### src/rtl/reg_bus_if.sv
// Register bus between a host decoder and one component target:
// single-cycle write strobe plus a read request with a one-cycle response.
interface reg_bus_if;
  logic        reg_wvalid;
  logic [15:0] reg_waddr;
  logic [31:0] reg_wdata;
  logic        reg_arvalid;
  logic [15:0] reg_araddr;
  logic        reg_rvalid;
  logic [31:0] reg_rdata;

  modport master (
    output reg_wvalid, reg_waddr, reg_wdata, reg_arvalid, reg_araddr,
    input  reg_rvalid, reg_rdata
  );

  modport slave (
    input  reg_wvalid, reg_waddr, reg_wdata, reg_arvalid, reg_araddr,
    output reg_rvalid, reg_rdata
  );
endinterface

### src/rtl/reg_bus_target.sv
// Component register target: control/config registers, event and busy
// statistics, and a debug log FIFO drained through a pop-on-read register.
module reg_bus_target #(
  parameter int unsigned COMP_ID       = 1,
  parameter int unsigned LOG_DBG_DEPTH = 4
) (
  input  logic        clk,
  input  logic        rstn,
  reg_bus_if.slave    bus,
  output logic        ctrl_enable,
  output logic [31:0] ctrl_cfg,
  input  logic        event_inc,
  input  logic        busy,
  input  logic        dbg_wvalid,
  input  logic [31:0] dbg_wdata
);

  localparam int unsigned DEPTH = 1 << LOG_DBG_DEPTH;
  localparam int unsigned CNT_W = LOG_DBG_DEPTH + 1;

  localparam logic [7:0] A_ENABLE  = 8'h00;
  localparam logic [7:0] A_CFG     = 8'h04;
  localparam logic [7:0] A_STATUS  = 8'h08;
  localparam logic [7:0] A_EVENTS  = 8'h10;
  localparam logic [7:0] A_BUSY    = 8'h14;
  localparam logic [7:0] A_CLEAR   = 8'h18;
  localparam logic [7:0] A_LOG_CNT = 8'h20;
  localparam logic [7:0] A_LOG_POP = 8'h24;
  localparam logic [7:0] A_LOG_DRP = 8'h28;
  localparam logic [7:0] A_ID      = 8'hFC;

  logic [31:0]              event_count;
  logic [31:0]              busy_cycles;
  logic [31:0]              log_dropped;
  logic [31:0]              log_mem [DEPTH];
  logic [LOG_DBG_DEPTH-1:0] wr_ptr;
  logic [LOG_DBG_DEPTH-1:0] rd_ptr;
  logic [CNT_W-1:0]         log_cnt;

  logic [7:0]  wr_addr_c;
  logic [7:0]  rd_addr_c;
  logic        log_empty_c;
  logic        log_full_c;
  logic        pop_c;
  logic        push_c;
  logic        drop_c;
  logic        clear_c;
  logic [31:0] rd_data_c;
  logic        unused_addr_bits;

  assign unused_addr_bits = ^{bus.reg_waddr[15:8], bus.reg_araddr[15:8]};

  // Decode and FIFO handshake; a pop frees a slot, so a push into a full log still lands
  always_comb begin
    wr_addr_c   = bus.reg_waddr[7:0];
    rd_addr_c   = bus.reg_araddr[7:0];
    log_empty_c = (log_cnt == '0);
    log_full_c  = (log_cnt == CNT_W'(DEPTH));
    pop_c       = bus.reg_arvalid && (rd_addr_c == A_LOG_POP) && !log_empty_c;
    push_c      = dbg_wvalid && (!log_full_c || pop_c);
    drop_c      = dbg_wvalid && log_full_c && !pop_c;
    clear_c     = bus.reg_wvalid && (wr_addr_c == A_CLEAR);
  end

  // Read mux sees pre-edge state, so a same-cycle write is not visible yet
  always_comb begin
    rd_data_c = '0;
    case (rd_addr_c)
      A_ENABLE:  rd_data_c = {31'b0, ctrl_enable};
      A_CFG:     rd_data_c = ctrl_cfg;
      A_STATUS:  rd_data_c = {28'b0, busy, log_full_c, log_empty_c, ctrl_enable};
      A_EVENTS:  rd_data_c = event_count;
      A_BUSY:    rd_data_c = busy_cycles;
      A_LOG_CNT: rd_data_c = 32'(log_cnt);
      A_LOG_POP: rd_data_c = log_empty_c ? 32'h0 : log_mem[rd_ptr];
      A_LOG_DRP: rd_data_c = log_dropped;
      A_ID:      rd_data_c = {16'hC4B0, 16'(COMP_ID)};
      default:   rd_data_c = '0;
    endcase
  end

  always_ff @(posedge clk) begin
    if (push_c) log_mem[wr_ptr] <= dbg_wdata;
  end

  always_ff @(posedge clk) begin
    if (!rstn) begin
      bus.reg_rvalid <= 1'b0;
      bus.reg_rdata  <= '0;
      ctrl_enable    <= 1'b0;
      ctrl_cfg       <= '0;
      event_count    <= '0;
      busy_cycles    <= '0;
      log_dropped    <= '0;
      wr_ptr         <= '0;
      rd_ptr         <= '0;
      log_cnt        <= '0;
    end else begin
      bus.reg_rvalid <= bus.reg_arvalid;
      if (bus.reg_arvalid) bus.reg_rdata <= rd_data_c;

      if (bus.reg_wvalid) begin
        case (wr_addr_c)
          A_ENABLE: ctrl_enable <= bus.reg_wdata[0];
          A_CFG:    ctrl_cfg    <= bus.reg_wdata;
          default:  ;
        endcase
      end

      // Statistics saturate; a clear overrides any same-cycle increment
      if (clear_c) begin
        event_count <= '0;
        busy_cycles <= '0;
        log_dropped <= '0;
      end else begin
        if (event_inc && ctrl_enable && (event_count != '1)) event_count <= event_count + 32'd1;
        if (busy && ctrl_enable && (busy_cycles != '1))      busy_cycles <= busy_cycles + 32'd1;
        if (drop_c && (log_dropped != '1))                   log_dropped <= log_dropped + 32'd1;
      end

      if (push_c) wr_ptr <= wr_ptr + LOG_DBG_DEPTH'(1);
      if (pop_c)  rd_ptr <= rd_ptr + LOG_DBG_DEPTH'(1);
      case ({push_c, pop_c})
        2'b10:   log_cnt <= log_cnt + CNT_W'(1);
        2'b01:   log_cnt <= log_cnt - CNT_W'(1);
        default: log_cnt <= log_cnt;
      endcase
    end
  end

endmodule
### src/flat_wrapper.sv
// flat-port wrapper written by rule: the top's interface ports become plain ports
module reg_bus_target_flat 
#(
  parameter int unsigned COMP_ID       = 1,
  parameter int unsigned LOG_DBG_DEPTH = 4
)
  (clk, rstn, ctrl_enable, ctrl_cfg, event_inc, busy, dbg_wvalid, dbg_wdata, bus_reg_wvalid, bus_reg_waddr, bus_reg_wdata, bus_reg_arvalid, bus_reg_araddr, bus_reg_rvalid, bus_reg_rdata);
  reg_bus_if bus_i ();
  input  logic clk;
  input  logic rstn;
  output logic ctrl_enable;
  output logic [31:0] ctrl_cfg;
  input  logic event_inc;
  input  logic busy;
  input  logic dbg_wvalid;
  input  logic [31:0] dbg_wdata;
  input wire logic [$bits(bus_i.reg_wvalid)-1:0] bus_reg_wvalid;
  input wire logic [$bits(bus_i.reg_waddr)-1:0] bus_reg_waddr;
  input wire logic [$bits(bus_i.reg_wdata)-1:0] bus_reg_wdata;
  input wire logic [$bits(bus_i.reg_arvalid)-1:0] bus_reg_arvalid;
  input wire logic [$bits(bus_i.reg_araddr)-1:0] bus_reg_araddr;
  output wire logic [$bits(bus_i.reg_rvalid)-1:0] bus_reg_rvalid;
  output wire logic [$bits(bus_i.reg_rdata)-1:0] bus_reg_rdata;
  assign bus_i.reg_wvalid = bus_reg_wvalid;
  assign bus_i.reg_waddr = bus_reg_waddr;
  assign bus_i.reg_wdata = bus_reg_wdata;
  assign bus_i.reg_arvalid = bus_reg_arvalid;
  assign bus_i.reg_araddr = bus_reg_araddr;
  assign bus_reg_rvalid = bus_i.reg_rvalid;
  assign bus_reg_rdata = bus_i.reg_rdata;
  reg_bus_target #(.COMP_ID(COMP_ID), .LOG_DBG_DEPTH(LOG_DBG_DEPTH)) u_core (.clk(clk), .rstn(rstn), .bus(bus_i), .ctrl_enable(ctrl_enable), .ctrl_cfg(ctrl_cfg), .event_inc(event_inc), .busy(busy), .dbg_wvalid(dbg_wvalid), .dbg_wdata(dbg_wdata));
endmodule
### config.mk
export PLATFORM = sky130hd
export DESIGN_NAME = reg_bus_target_flat
export DESIGN_NICKNAME = d
export VERILOG_FILES = /design/src/rtl/reg_bus_if.sv /design/src/rtl/reg_bus_target.sv /design/src/flat_wrapper.sv
export SDC_FILE = /design/constraint.sdc
export NUM_CORES = 1
export LEC_CHECK = 0
export CORE_UTILIZATION = 64
export CTS_CLUSTER_DIAMETER = 60
export DETAILED_ROUTE_END_ITERATION = 10
export PLACE_DENSITY = 0.85
export SKIP_CTS_REPAIR_TIMING = 1
export SYNTH_ARGS = -nofsm -noshare
export SYNTH_HDL_FRONTEND = slang
export SYNTH_SLANG_ARGS = --single-unit
export TNS_END_PERCENT = 10
### constraint.sdc
create_clock -name clk -period 10.9 [get_ports clk]
set_input_delay 1.635 -clock clk [delete_from_list [all_inputs] [get_ports clk]]
set_output_delay 1.635 -clock clk [all_outputs]
set_load 0.005 [all_outputs]
Yosys cells after proc, flatten, opt, wreduce, memory -nomap -nowiden
Memories as Yosys holds them, arrays and structs flattened. A register that Yosys moved wholly into a read port is not among the register bits.
Index checks and enable logic that the tools add are counted.
{"block": "op_classes", "add_sub_neg": 7, "eq_ne": 16, "muxes": 7, "bitwise_logic": 1, "reduce_logical": 22}
{"op": "$pmux 32 s9", "n": 1}
{"op": "$add 32x1->32 const B", "n": 3}
{"op": "$ne 32x32->1 const B", "n": 3}
{"op": "$mux 32", "n": 1}
{"op": "$eq 8x5->1 const B", "n": 3}
{"op": "$eq 8x6->1 const B", "n": 3}
{"op": "$eq 8x3->1 const B", "n": 2}
{"op": "$logic_not 8->1", "n": 2}
{"op": "$logic_and 1x1->1", "n": 11}
{"op": "$pmux 5 s2", "n": 1}
{"op": "$add 4x1->4 const B", "n": 2}
{"op": "$eq 8x4->1 const B", "n": 1}
{"op": "$eq 8x8->1 const B", "n": 1}
{"op": "$mux 4", "n": 2}
{"op": "$add 5x1->5 const B", "n": 1}
{"op": "$eq 5x5->1 const B", "n": 1}
{"op": "$logic_not 5->1", "n": 1}
{"op": "$sub 5x1->5 const B", "n": 1}
{"op": "$reduce_and 2->1", "n": 2}
{"op": "$logic_not 1->1", "n": 3}
{"op": "$eq 2x1->1 const B", "n": 1}
{"op": "$eq 2x2->1 const B", "n": 1}
{"op": "$mux 1", "n": 2}
{"op": "$reduce_bool 2->1", "n": 1}
{"op": "other kinds (3)", "n": 3}
{"block": "totals", "register_bits": 175, "mem_bits_rw": 512, "input_bits": 103, "word_cells": 64, "mem_count": 1}
{"memory": "u_core.log_mem", "words": 16, "width": 32, "rd": 1, "rd_clocked_by_memory_dff": 1, "write_ports": 1, "line_no": "reg_bus_target.sv:35", "source": "logic [31:0] log_mem [DEPTH];"}

Logic depth before layout (Yosys ltp)
Gate-level depths: netlist of the first run.
{"block": "depth", "word_depth": 7, "ltp_mapped": 15, "depth_no_buf": 12}

Least setup slack after synthesis of the first run
Ideal clock, no wire load.
{"block": "synth_timing", "path_type": "input port to flip-flop", "startpoint": "input port bus_reg_araddr[3]", "endpoint": "memory u_core.log_mem[0][0] (enable)", "setup_time_ns": 0.461, "arrival_time_ns": 4.968, "required_time_ns": 10.439, "setup_slack_ns": 5.471, "path_stages": 6, "path_cell_list": "nor4b_2 a311o_1 and2_1 clkbuf_1 nand2_1 nor3_1"}
{"block": "synth_via", "elab_chain_len": 7}
{"item": "start, declared", "line_no": "flat_wrapper.sv:21", "source": "input wire logic [$bits(bus_i.reg_araddr)-1:0] bus_reg_araddr;"}
{"item": "$eq 8x6->1", "line_no": "reg_bus_target.sv:59", "source": "pop_c = bus.reg_arvalid && (rd_addr_c == A_LOG_POP) && !log_empty_c;"}
{"item": "$logic_and 1x1->1 (2 in a row)", "line_no": "reg_bus_target.sv:59"}
{"item": "$logic_or 1x1->1", "line_no": "reg_bus_target.sv:60", "source": "push_c = dbg_wvalid && (!log_full_c || pop_c);"}
{"item": "$logic_and 1x1->1", "line_no": "reg_bus_target.sv:60"}
{"item": "$mux 1", "line_no": "reg_bus_target.sv:83", "source": "if (push_c) log_mem[wr_ptr] <= dbg_wdata;"}
{"item": "$mux 1 (not written as such)", "line_no": "reg_bus_target.sv:83"}
{"item": "end, declared", "line_no": "reg_bus_target.sv:35"}
No other way between the ends.

Worst setup path after layout of the first run
{"block": "layout_timing", "startpoint": "input port bus_reg_araddr[3]", "endpoint": "register u_core.log_cnt[4]"}
{"block": "layout_via", "elab_chain_len": 7, "word_cells_on_any_way": 9, "classes_between": "3 x eq/ne; 1 x mux; 5 x reduce/logical"}
{"item": "$eq 8x6->1 (*)", "line_no": "reg_bus_target.sv:59"}
{"item": "$logic_and 1x1->1 (*) (2 in a row)", "line_no": "reg_bus_target.sv:59"}
{"item": "via u_core.pop_c", "line_no": "reg_bus_target.sv:44", "source": "logic pop_c;"}
{"item": "$logic_or 1x1->1", "line_no": "reg_bus_target.sv:60"}
{"item": "$logic_and 1x1->1", "line_no": "reg_bus_target.sv:60"}
{"item": "$eq 2x1->1 or $eq 2x2->1 (tied branches)", "line_no": "reg_bus_target.sv:123", "source": "case ({push_c, pop_c})"}
{"item": "$pmux 5 s2 or $reduce_bool 2->1 (tied branches)"}
{"item": "end signal, assigned", "line_no": "reg_bus_target.sv:124", "source": "2'b10: log_cnt <= log_cnt + CNT_W'(1);"}
{"item": "end signal, assigned", "line_no": "reg_bus_target.sv:125", "source": "2'b01: log_cnt <= log_cnt - CNT_W'(1);"}
{"item": "end signal, assigned", "line_no": "reg_bus_target.sv:126", "source": "default: log_cnt <= log_cnt;"}
{"item": "end, declared", "line_no": "reg_bus_target.sv:38", "source": "logic [CNT_W-1:0] log_cnt;"}
Mark *: on every way through the listed nets, which the timed path passes. The rest lies on a longest branch.
A chain may end at the register's enable or synchronous reset.

==> flow_summary.ini, run 1 <==
[timing]
hold_viol_final = 0
finalSetupTns_ns = 0
holdWs_ns = 0.489
clock.fmax_mhz = 196
max_slew_margin_pct = 19.4
slew_violations = 0
setup_violations = 0
period_share_pct = 46.8
period_needed_ns = 5.10
skew_ns = 0.0228
worstMarginPinSlew_ns = 1.21
rsz0062_at_grt = no

[placed_design]
portBuffers = 152
place_inst = 2576
dp_hpwl_mm = 44.1
place_congestion = 0.961

[setup_path]
reg2reg_setup_slack_ns = 7.10
cp-start-kind = input port
cp-endpoint = u_core.log_cnt[4]$_SDFFE_PN0P_
r2r_cells = 6
endpoint_kind = flip-flop
crit_type = in -> reg
startpoint = bus_reg_araddr[3]
cp.arrival_ns = 5.64
path_max_fanout = 24
r2r-end = u_core.bus.reg_rdata[2]$_SDFFE_PN0P_
required_ns = 11.43

[detailed_routing]
detail_route.first_pass.iterations = 6
finalWirelength_mm = 77.8
drc = 0
via_count = 19000
wl_per_cell_um = 28.8
vias_per_cell = 7.03
postRouteAntennaNets = 0
initialDrtViolationCount = 2606

[pwr]
power.leakage_nw = 10.0
finalPower_mw = 5.47
power_density_nw_per_um2 = 166
peakVddDrop_v = 0.000177

[yosys]
yosysWarningCount = 0
syn-num-nets = 2035
synthArstFlopShare_pct = 0
synth.distinct_cells = 67
synth_edf_count = 512
syn_inst = 1920
postSynthAreaPerCell_sq_um = 14.8
synth.ff_latch_count = 691
synth_top_flop_cell = edfxtp_1
ys_seq_area_share_pct = 66.6
netlist_area_sq_um = 28500

[grt]
use_met3_pct = 6.74
grt.total_usage_pct = 34.8
antenna_found_initial = 5
use_met2_pct = 56.9
globalRoute.busiestLayer = met2
grt_pass1_wl_mm = 114
grt.met1_usage_pct = 44.5
grt_max_degree = 87
grt_pass1_vias = 18400
globalRoute.totalOverflow = 0

[final_layout]
final_cells = 2704
final_common_cell = edfxtp_1
area.growth.synth_to_final_pct = 15.9
regArea_sq_um = 19000
drive_gt1_share_pct = 14.3
finalNetCount = 2177
post-route-util_pct = 76.0
final_cell_mix = edfxtp_1, dfxtp_1, clkdlybuf4s50_1
fill_cells = 2404
multi_input_area_sq_um = 9120

[cts]
clk_latency_ns = 0.62
root_buffer = clkbuf_16
clockBufferDepth = 3
cts_buffers = 69
htreeDepth = 3
numClockSinks = 691
cts_tree = yes
clkTransAtPathRegs_ns = 0.06

[job]
cap_viol_max_count = 0

[floorplan]
io_pins = 169
rows = 76
dieArea_sq_um = 45300
die_h_um = 213
initial_core_util_pct = 65.5
die-width_um = 213
core_sq_um = 43500

[min_path]
hold_class = reg -> reg

[run_status]
status = finished, final reports clean
[critical path: stages]
cell and delay, ns:
clkdlybuf4s50_1 0.74, nor4b_4 0.38, buf_4 0.34, o211a_1 0.70, nand2_1 0.21, inv_1 0.12, ha_1 0.37, xor2_1 0.18
ha_1 0.20, nor2_1 0.05, nor3b_1 0.16, o21ai_0 0.12, a31oi_1 0.22, mux2i_1 0.20
[Yosys cell counts (all sizes together), types with 16 or more instances]
cell      n  area (sq um)
inv      18          67.6
a21oi   114           571
buf      35           168
or4      31           236
nand4    32           200
or3      41           257
a221o    22           220
o31ai    29           218
nand2   149           559
nand3    41           205
o211ai   16           120
mux4    128          2880
dfxtp   179          3580
a22oi   100           751
and4     19           166
clkbuf   83           313
and2     25           156
a21boi   36           270
edfxtp  512         15400
nor2     39           146
mux2i    22           220
o21ai    71           355
[worst min path at each step]
stage                                                startpoint                                    end  slack [ns]  cells past startpoint
after floorplan             u_core.log_dropped[23]$_SDFFE_PP0P_    u_core.log_dropped[23]$_SDFFE_PP0P_        0.46                      2
after global placement    u_core.bus.reg_rdata[19]$_SDFFE_PN0P_  u_core.bus.reg_rdata[19]$_SDFFE_PN0P_        0.47                      1
after detailed placement       u_core.ctrl_cfg[23]$_SDFFE_PN0P_       u_core.ctrl_cfg[23]$_SDFFE_PN0P_        0.48                      2
after CTS                      u_core.ctrl_cfg[23]$_SDFFE_PN0P_       u_core.ctrl_cfg[23]$_SDFFE_PN0P_        0.49                      2
after global routing      u_core.bus.reg_rdata[16]$_SDFFE_PN0P_  u_core.bus.reg_rdata[16]$_SDFFE_PN0P_        0.51                      1
final                          u_core.ctrl_cfg[23]$_SDFFE_PN0P_       u_core.ctrl_cfg[23]$_SDFFE_PN0P_        0.49                      2
[stage by stage]
| stage | setup WS, ns | instance area, sq um |
|---|---|---|
| 2_1_floorplan | 5.47 | 28500 |
| 3_3_place_gp | 5.26 | 30700 |
| 3_5_place_dp | 5.27 | 30700 |
| 4_1_cts | 5.86 | 33000 |
| 5_1_grt | 5.46 | 33000 |
| 6_report | 5.80 | 33000 |
[state kept, by name (all words and copies together), names as in the netlist, named ones only]
signal,flops
u_core.log_mem,512
u_core.bus.reg_rdata,32
u_core.busy_cycles,32
u_core.ctrl_cfg,32
u_core.event_count,32
u_core.log_dropped,32
u_core.log_cnt,5
u_core.rd_ptr,4
u_core.wr_ptr,4
u_core.bus.reg_rvalid,1
u_core.ctrl_enable,1
[kinds of logic (layout without fill, tap and decap cells)]
group / Yosys count / after routing / share of synthesized area, %
multiplexers: 161 / 161 / 11.3
AND/OR/NAND/NOR: 453 / 453 / 8.50
AO/OA/AOI/OAI: 447 / 447 / 10.5
flip-flops: 691 / 691 / 66.6
adder cells (fa/ha/maj): 12 / 12 / 0.527
other: 0 / 2 / 0
XOR/XNOR: 20 / 20 / 0.615
buffers and inverters: 136 / 333 / 1.92
[power by group]
part	total (mW)	switching (mW)	leakage [nW]	internal [mW]
registers	2.86	0.0103	6.07	2.85
clock network	2.46	1.04	1.12	1.43
logic	0.147	0.0896	2.80	0.0570
[layout make-up]
class                           count  share of cell area [%]
Clock inverter                     37                    1.45
Inverter                           18                   0.205
Tap cell                          585                    2.22
Antenna cell                        2                  0.0152
Timing Repair Buffer              189                    5.45
Multi-Input combinational cell   1093                    27.6
Clock buffer                       89                    5.59
Sequential cell                   691                    57.5
[per-layer routing]
layer | wire length [um] | vias up | share of wire (%)
met4 | 4080 | 4 | 5.2
met3 | 7620 | 243 | 9.8
met5 | 28 | - | 0.036
li1 | - | 8017 | -
met1 | 27700 | 9438 | 36
met2 | 38400 | 1305 | 49
Note: power is estimated with default switching activity, not from simulation.
==> inputs of run 2 (changes only) <==
--- a/config.mk
+++ b/config.mk
@@ -5,10 +5,10 @@
 export SDC_FILE = /design/constraint.sdc
 export NUM_CORES = 1
 export LEC_CHECK = 0
-export CORE_UTILIZATION = 64
+export CORE_UTILIZATION = 59
 export CTS_CLUSTER_DIAMETER = 60
 export DETAILED_ROUTE_END_ITERATION = 10
-export PLACE_DENSITY = 0.85
+export PLACE_DENSITY = 0.79
 export SKIP_CTS_REPAIR_TIMING = 1
 export SYNTH_ARGS = -nofsm -noshare
 export SYNTH_HDL_FRONTEND = slang
==> constraint.sdc (replaced) <==
create_clock -name clk -period 4.9 [get_ports clk]
set_input_delay 0.735 -clock clk [delete_from_list [all_inputs] [get_ports clk]]
set_output_delay 0.735 -clock clk [all_outputs]
set_load 0.005 [all_outputs]
==> flow_summary.ini, run 2 (synthesized netlist as in run 1, its figures left out) <==
[run_status]
status = finished, final reports clean

[floorplan]
dieArea_sq_um = 49100
rows = 80
die-width_um = 222
io_pins = 169
core_sq_um = 47600
initial_core_util_pct = 59.8
die_h_um = 222

[pwr]
peakVddDrop_v = 0.000241
power.share.clock_pct = 44.7
p_comb_share_pct = 2.7
swShare_pct = 20.3
power.leakage_nw = 10.1
p_switching_mw = 2.45
internal-power_mw = 9.63
power_density_nw_per_um2 = 363
p_seq_share_pct = 52.6

[placed_design]
place_congestion = 0.991
dp_hpwl_mm = 46.3
portBuffers = 152
place_inst = 2618
detailed_place.area_sq_um = 30900

[detailed_routing]
detail_route.first_pass.iterations = 6
postRouteAntennaNets = 0
via_count = 19000
vias_per_cell = 6.91
wl_per_cell_um = 27.9
drc = 0
initialDrtViolationCount = 2116
finalWirelength_mm = 76.7

[final_layout]
final_common_cell = edfxtp_1
regMostFlops = u_core.log_mem
final_cells = 2751
finalNetCount = 2191
largest_reg_flops = 512
fill_cells = 3045
fin_area_sq_um = 33200
final_cell_mix = edfxtp_1, dfxtp_1, clkdlybuf4s50_1
drive_gt1_share_pct = 15.0
area.growth.synth_to_final_pct = 16.7

[setup_path]
required_ns = 5.43
cp-start-kind = input port
r2r_start = u_core.log_cnt[1]$_SDFFE_PN0P_
r2r-end = u_core.log_cnt[4]$_SDFFE_PN0P_
crit_type = in -> reg
cp.arrival_ns = 4.12
endpoint_kind = flip-flop
path_max_fanout = 11
r2r_cells = 12
reg2reg_setup_slack_ns = 1.48

[timing]
setup_violations = 0
period_share_pct = 73.2
clock.fmax_mhz = 279
period_needed_ns = 3.59
skew_ns = 0.0233
finalSetupTns_ns = 0
hold_viol_final = 0
rsz0062_at_grt = no
max_slew_margin_pct = 13.7
worstMarginPinSlew_ns = 1.28
slew_violations = 0

[grt]
globalRoute.busiestLayer = met2
grt_pass1_wl_mm = 113
use_met2_pct = 51.5
grt_pass1_vias = 18700
antenna_found_initial = 6
use_met3_pct = 6.49
grt_max_degree = 87
globalRoute.totalOverflow = 0
grt.total_usage_pct = 31.0
grt.met1_usage_pct = 38.3

[cts]
cts_buffers = 71
clockBufferDepth = 3
clkTransAtPathRegs_ns = 0.06
cts_tree = yes
numClockSinks = 691
root_buffer = clkbuf_16
htreeDepth = 3
clk_latency_ns = 0.61

[min_path]
hold_depth = 2
hp-start = u_core.ctrl_cfg[27]$_SDFFE_PN0P_
hold_class = reg -> reg
holdPathEnd = u_core.ctrl_cfg[27]$_SDFFE_PN0P_

[job]
cap_viol_max_count = 0
run 2: worst max path at each step:
stage / start / cells after the start / slack (ns) / endpoint
floorplan: bus_reg_araddr[3] / 6 / 0.37 / u_core.log_mem[0][0]$_DFFE_PP_
global placement: bus_reg_araddr[4] / 14 / 0.86 / u_core.log_cnt[4]$_SDFFE_PN0P_
detailed placement: bus_reg_araddr[7] / 14 / 0.80 / u_core.log_cnt[4]$_SDFFE_PN0P_
CTS: bus_reg_araddr[7] / 14 / 1.40 / u_core.log_cnt[4]$_SDFFE_PN0P_
global route: bus_reg_araddr[4] / 14 / 1.03 / u_core.log_cnt[4]$_SDFFE_PN0P_
finish: bus_reg_araddr[7] / 14 / 1.31 / u_core.log_cnt[4]$_SDFFE_PN0P_
run 2: metal layers:
metal	vias up	share of wire, %	wire [um]
li1	8042	-	-
met1	9550	36	27900
met2	1210	50	38000
met3	207	9.6	7350
met4	4	4.4	3380
met5	-	0.035	27
run 2: area by class of cell:
| cell class | count | area (sq um) | share of cell area, % |
|---|---|---|---|
| diodes | 4 | 10.0 | 0.0301 |
| clock buffers | 100 | 1990 | 5.99 |
| clock inverters | 29 | 318 | 0.956 |
| inverters | 18 | 67.6 | 0.203 |
| multi-input cells | 1093 | 9120 | 27.4 |
| flip-flops and latches | 691 | 19000 | 57.1 |
| well taps | 615 | 769 | 2.32 |
| repair buffers | 201 | 1990 | 5.99 |
run 2: critical path: stages:
cell	delay (ns)
clkdlybuf4s50_1	0.50
nor4b_1	0.33
buf_4	0.23
a311o_1	0.29
and2_1	0.28
inv_1	0.14
ha_1	0.35
xor2_1	0.19
ha_1	0.23
a211o_1	0.27
nand2_1	0.09
nand3b_1	0.08
a31oi_1	0.20
mux2i_1	0.20
run 2: power groups by stage:
stage | combinational, mW | clock [mW] | sequential [mW]
final | 0.327 | 5.39 | 6.36
after global routing | 0.344 | 5.65 | 6.36
after CTS | 0.321 | 5.44 | 6.36
after detailed placement | 0.316 | 0 | 6.48
after global placement | 0.302 | 0 | 6.47
after floorplan | 0.130 | 0 | 6.47
run 2: stage by stage:
step	utilization [%]	worst slack, ns	hold WS [ns]	total power [mW]
after floorplan	-	0.371	0.456	6.60
after global placement	64.9	0.860	0.474	6.77
after detailed placement	64.9	0.805	0.478	6.79
after CTS	69.7	1.40	0.488	12.1
after global routing	69.8	1.03	0.513	12.4
final	69.8	1.31	0.484	12.1
==> inputs of run 3 (changes only) <==
==> constraint.sdc (replaced) <==
create_clock -name clk -period 3.4 [get_ports clk]
set_input_delay 0.51 -clock clk [delete_from_list [all_inputs] [get_ports clk]]
set_output_delay 0.51 -clock clk [all_outputs]
set_load 0.005 [all_outputs]
==> flow_summary.ini, run 3 (synthesized netlist as in run 1, its figures left out) <==
[setup_path]
critPathBufInv = 1
required_ns = 3.92
cpLargestDelayFamily = simple AND/OR/NAND/NOR gates
endpoint_kind = flip-flop
cp_slowest_cell = or4_4
cp.arrival_ns = 3.44
worst_path_largest_cell_delay_ns = 0.58
path_cells = or4_4 -> a311o_1 -> and2_1 -> inv_1 -> ha_1 -> xor2_1 -> ha_1 -> nor2_1 -> nor3b_1 -> o21ai_0 -> a31oi_1 -> mux2i_1
reg2reg_setup_slack_ns = 0.48
cp-start-kind = flip-flop
path_max_fanout = 6
crit_type = reg -> reg
crit_top_cell = ha_1

[detailed_routing]
drc = 0
wl_per_cell_um = 27.3
postRouteAntennaNets = 0
vias_per_cell = 6.74
via_count = 18900
detail_route.first_pass.iterations = 7
finalWirelength_mm = 76.3
initialDrtViolationCount = 2524

[timing]
worstMarginPinSlew_ns = 1.09
setup_violations = 0
period_share_pct = 85.8
rsz0062_at_grt = no
skew_ns = 0.0262
slew_violations = 0
max_slew_margin_pct = 27.0
period_needed_ns = 2.92
clock.fmax_mhz = 343
hold_viol_final = 0

[final_layout]
post-route-util_pct = 70.7
finalNetCount = 2242
final_cell_mix = edfxtp_1, dfxtp_1, clkdlybuf4s50_1
largest_reg_flops = 512
fin_area_sq_um = 33700
final_common_cell = edfxtp_1
regMostFlops = u_core.log_mem
drive_gt1_share_pct = 16.6
area.growth.synth_to_final_pct = 18.4

[run_status]
status = finished, final reports clean

[cts]
numClockSinks = 691
root_buffer = clkbuf_16
cts_tree = yes
cts_buffers = 71
clkTransAtPathRegs_ns = 0.06
htreeDepth = 3
clockBufferDepth = 3
clk_latency_ns = 0.61

[job]
cap_viol_max_count = 0

[floorplan]
io_pins = 169
die-width_um = 222
dieArea_sq_um = 49100
rows = 80
core_sq_um = 47600
die_h_um = 222
initial_core_util_pct = 59.8

[pwr]
power_density_nw_per_um2 = 508
peakVddDrop_v = 0.000444
finalPower_mw = 17.1
power.leakage_nw = 10.3

[placed_design]
dp_hpwl_mm = 47.2
detailed_place.area_sq_um = 31500
place_congestion = 0.985
portBuffers = 152

[grt]
grt_max_degree = 87
grt_pass1_wl_mm = 114
antenna_found_initial = 4
globalRoute.totalOverflow = 0
grt_pass1_vias = 18500
grt.total_usage_pct = 31.0

[min_path]
hold_class = in -> reg
## run 3: cell count changes in the layout (fill, tap and decap cells not counted), moves of 2 or more
cell	delta
buf_12	+16
buf_4	+35
bufinv_16	-3
clkbuf_1	+5
clkbuf_16	-2
clkinv_1	+4
clkinv_2	-6
clkinv_8	-2
diode_2	-2
nor3_2	-2
nor3_4	+2
## run 3: power breakdown
part           switching [mW]  total (mW)  internal, mW
combinational           0.298       0.508         0.210
clock                    3.19        7.45          4.26
sequential             0.0280        9.15          9.13
total                    3.52        17.1          13.6
## run 3: final timing paths
path                                       to  cells after the start                              from
min           u_core.ctrl_cfg[5]$_SDFFE_PN0P_                      3                  bus_reg_wdata[5]
max            u_core.log_cnt[4]$_SDFFE_PN0P_                     12    u_core.log_cnt[0]$_SDFFE_PN0P_
max reg2reg    u_core.log_cnt[4]$_SDFFE_PN0P_                     12    u_core.log_cnt[0]$_SDFFE_PN0P_
min reg2reg  u_core.ctrl_cfg[26]$_SDFFE_PN0P_                      2  u_core.ctrl_cfg[26]$_SDFFE_PN0P_
## run 3: layer usage
layer	share of wire (%)	global-route usage, %
met2	49	51.2
met5	0.060	0
met3	9.1	5.82
met4	4.5	15.3
met1	38	39.8
## run 3: final cells by class
class / count / area, sq um
fill: 2915 / 13900
clock buffer: 102 / 1960
antenna: 2 / 5.00
sequential: 691 / 19000
tap: 615 / 769
timing repair buffer: 252 / 2570
clock inverter: 27 / 236
inverter: 18 / 67.6
multi-input combinational: 1093 / 9130
## run 3: metrics by stage
stage               setup TNS, ns  worst slack [ns]  hold WS, ns  cells
global placement                0            0.0247        0.474   2669
floorplan                  -58.45            -0.903        0.456   1920
global route                    0             0.260        0.481   2798
detailed placement        -0.0357           -0.0357        0.479   2669
CTS                             0             0.478        0.458   2798
finish                          0             0.482        0.468   2800
## run 3: worst reg2reg max path: cells and delay by family (launching register included)
family	cells	cell delay, ns
and+or+nand+nor	4	0.98
AOI/OAI and AO/OA	3	0.63
adders and majority gates	2	0.42
DFF	1	0.38
muxes	1	0.20
xor gates and xnor gates	1	0.17
buffers and inverters	1	0.07
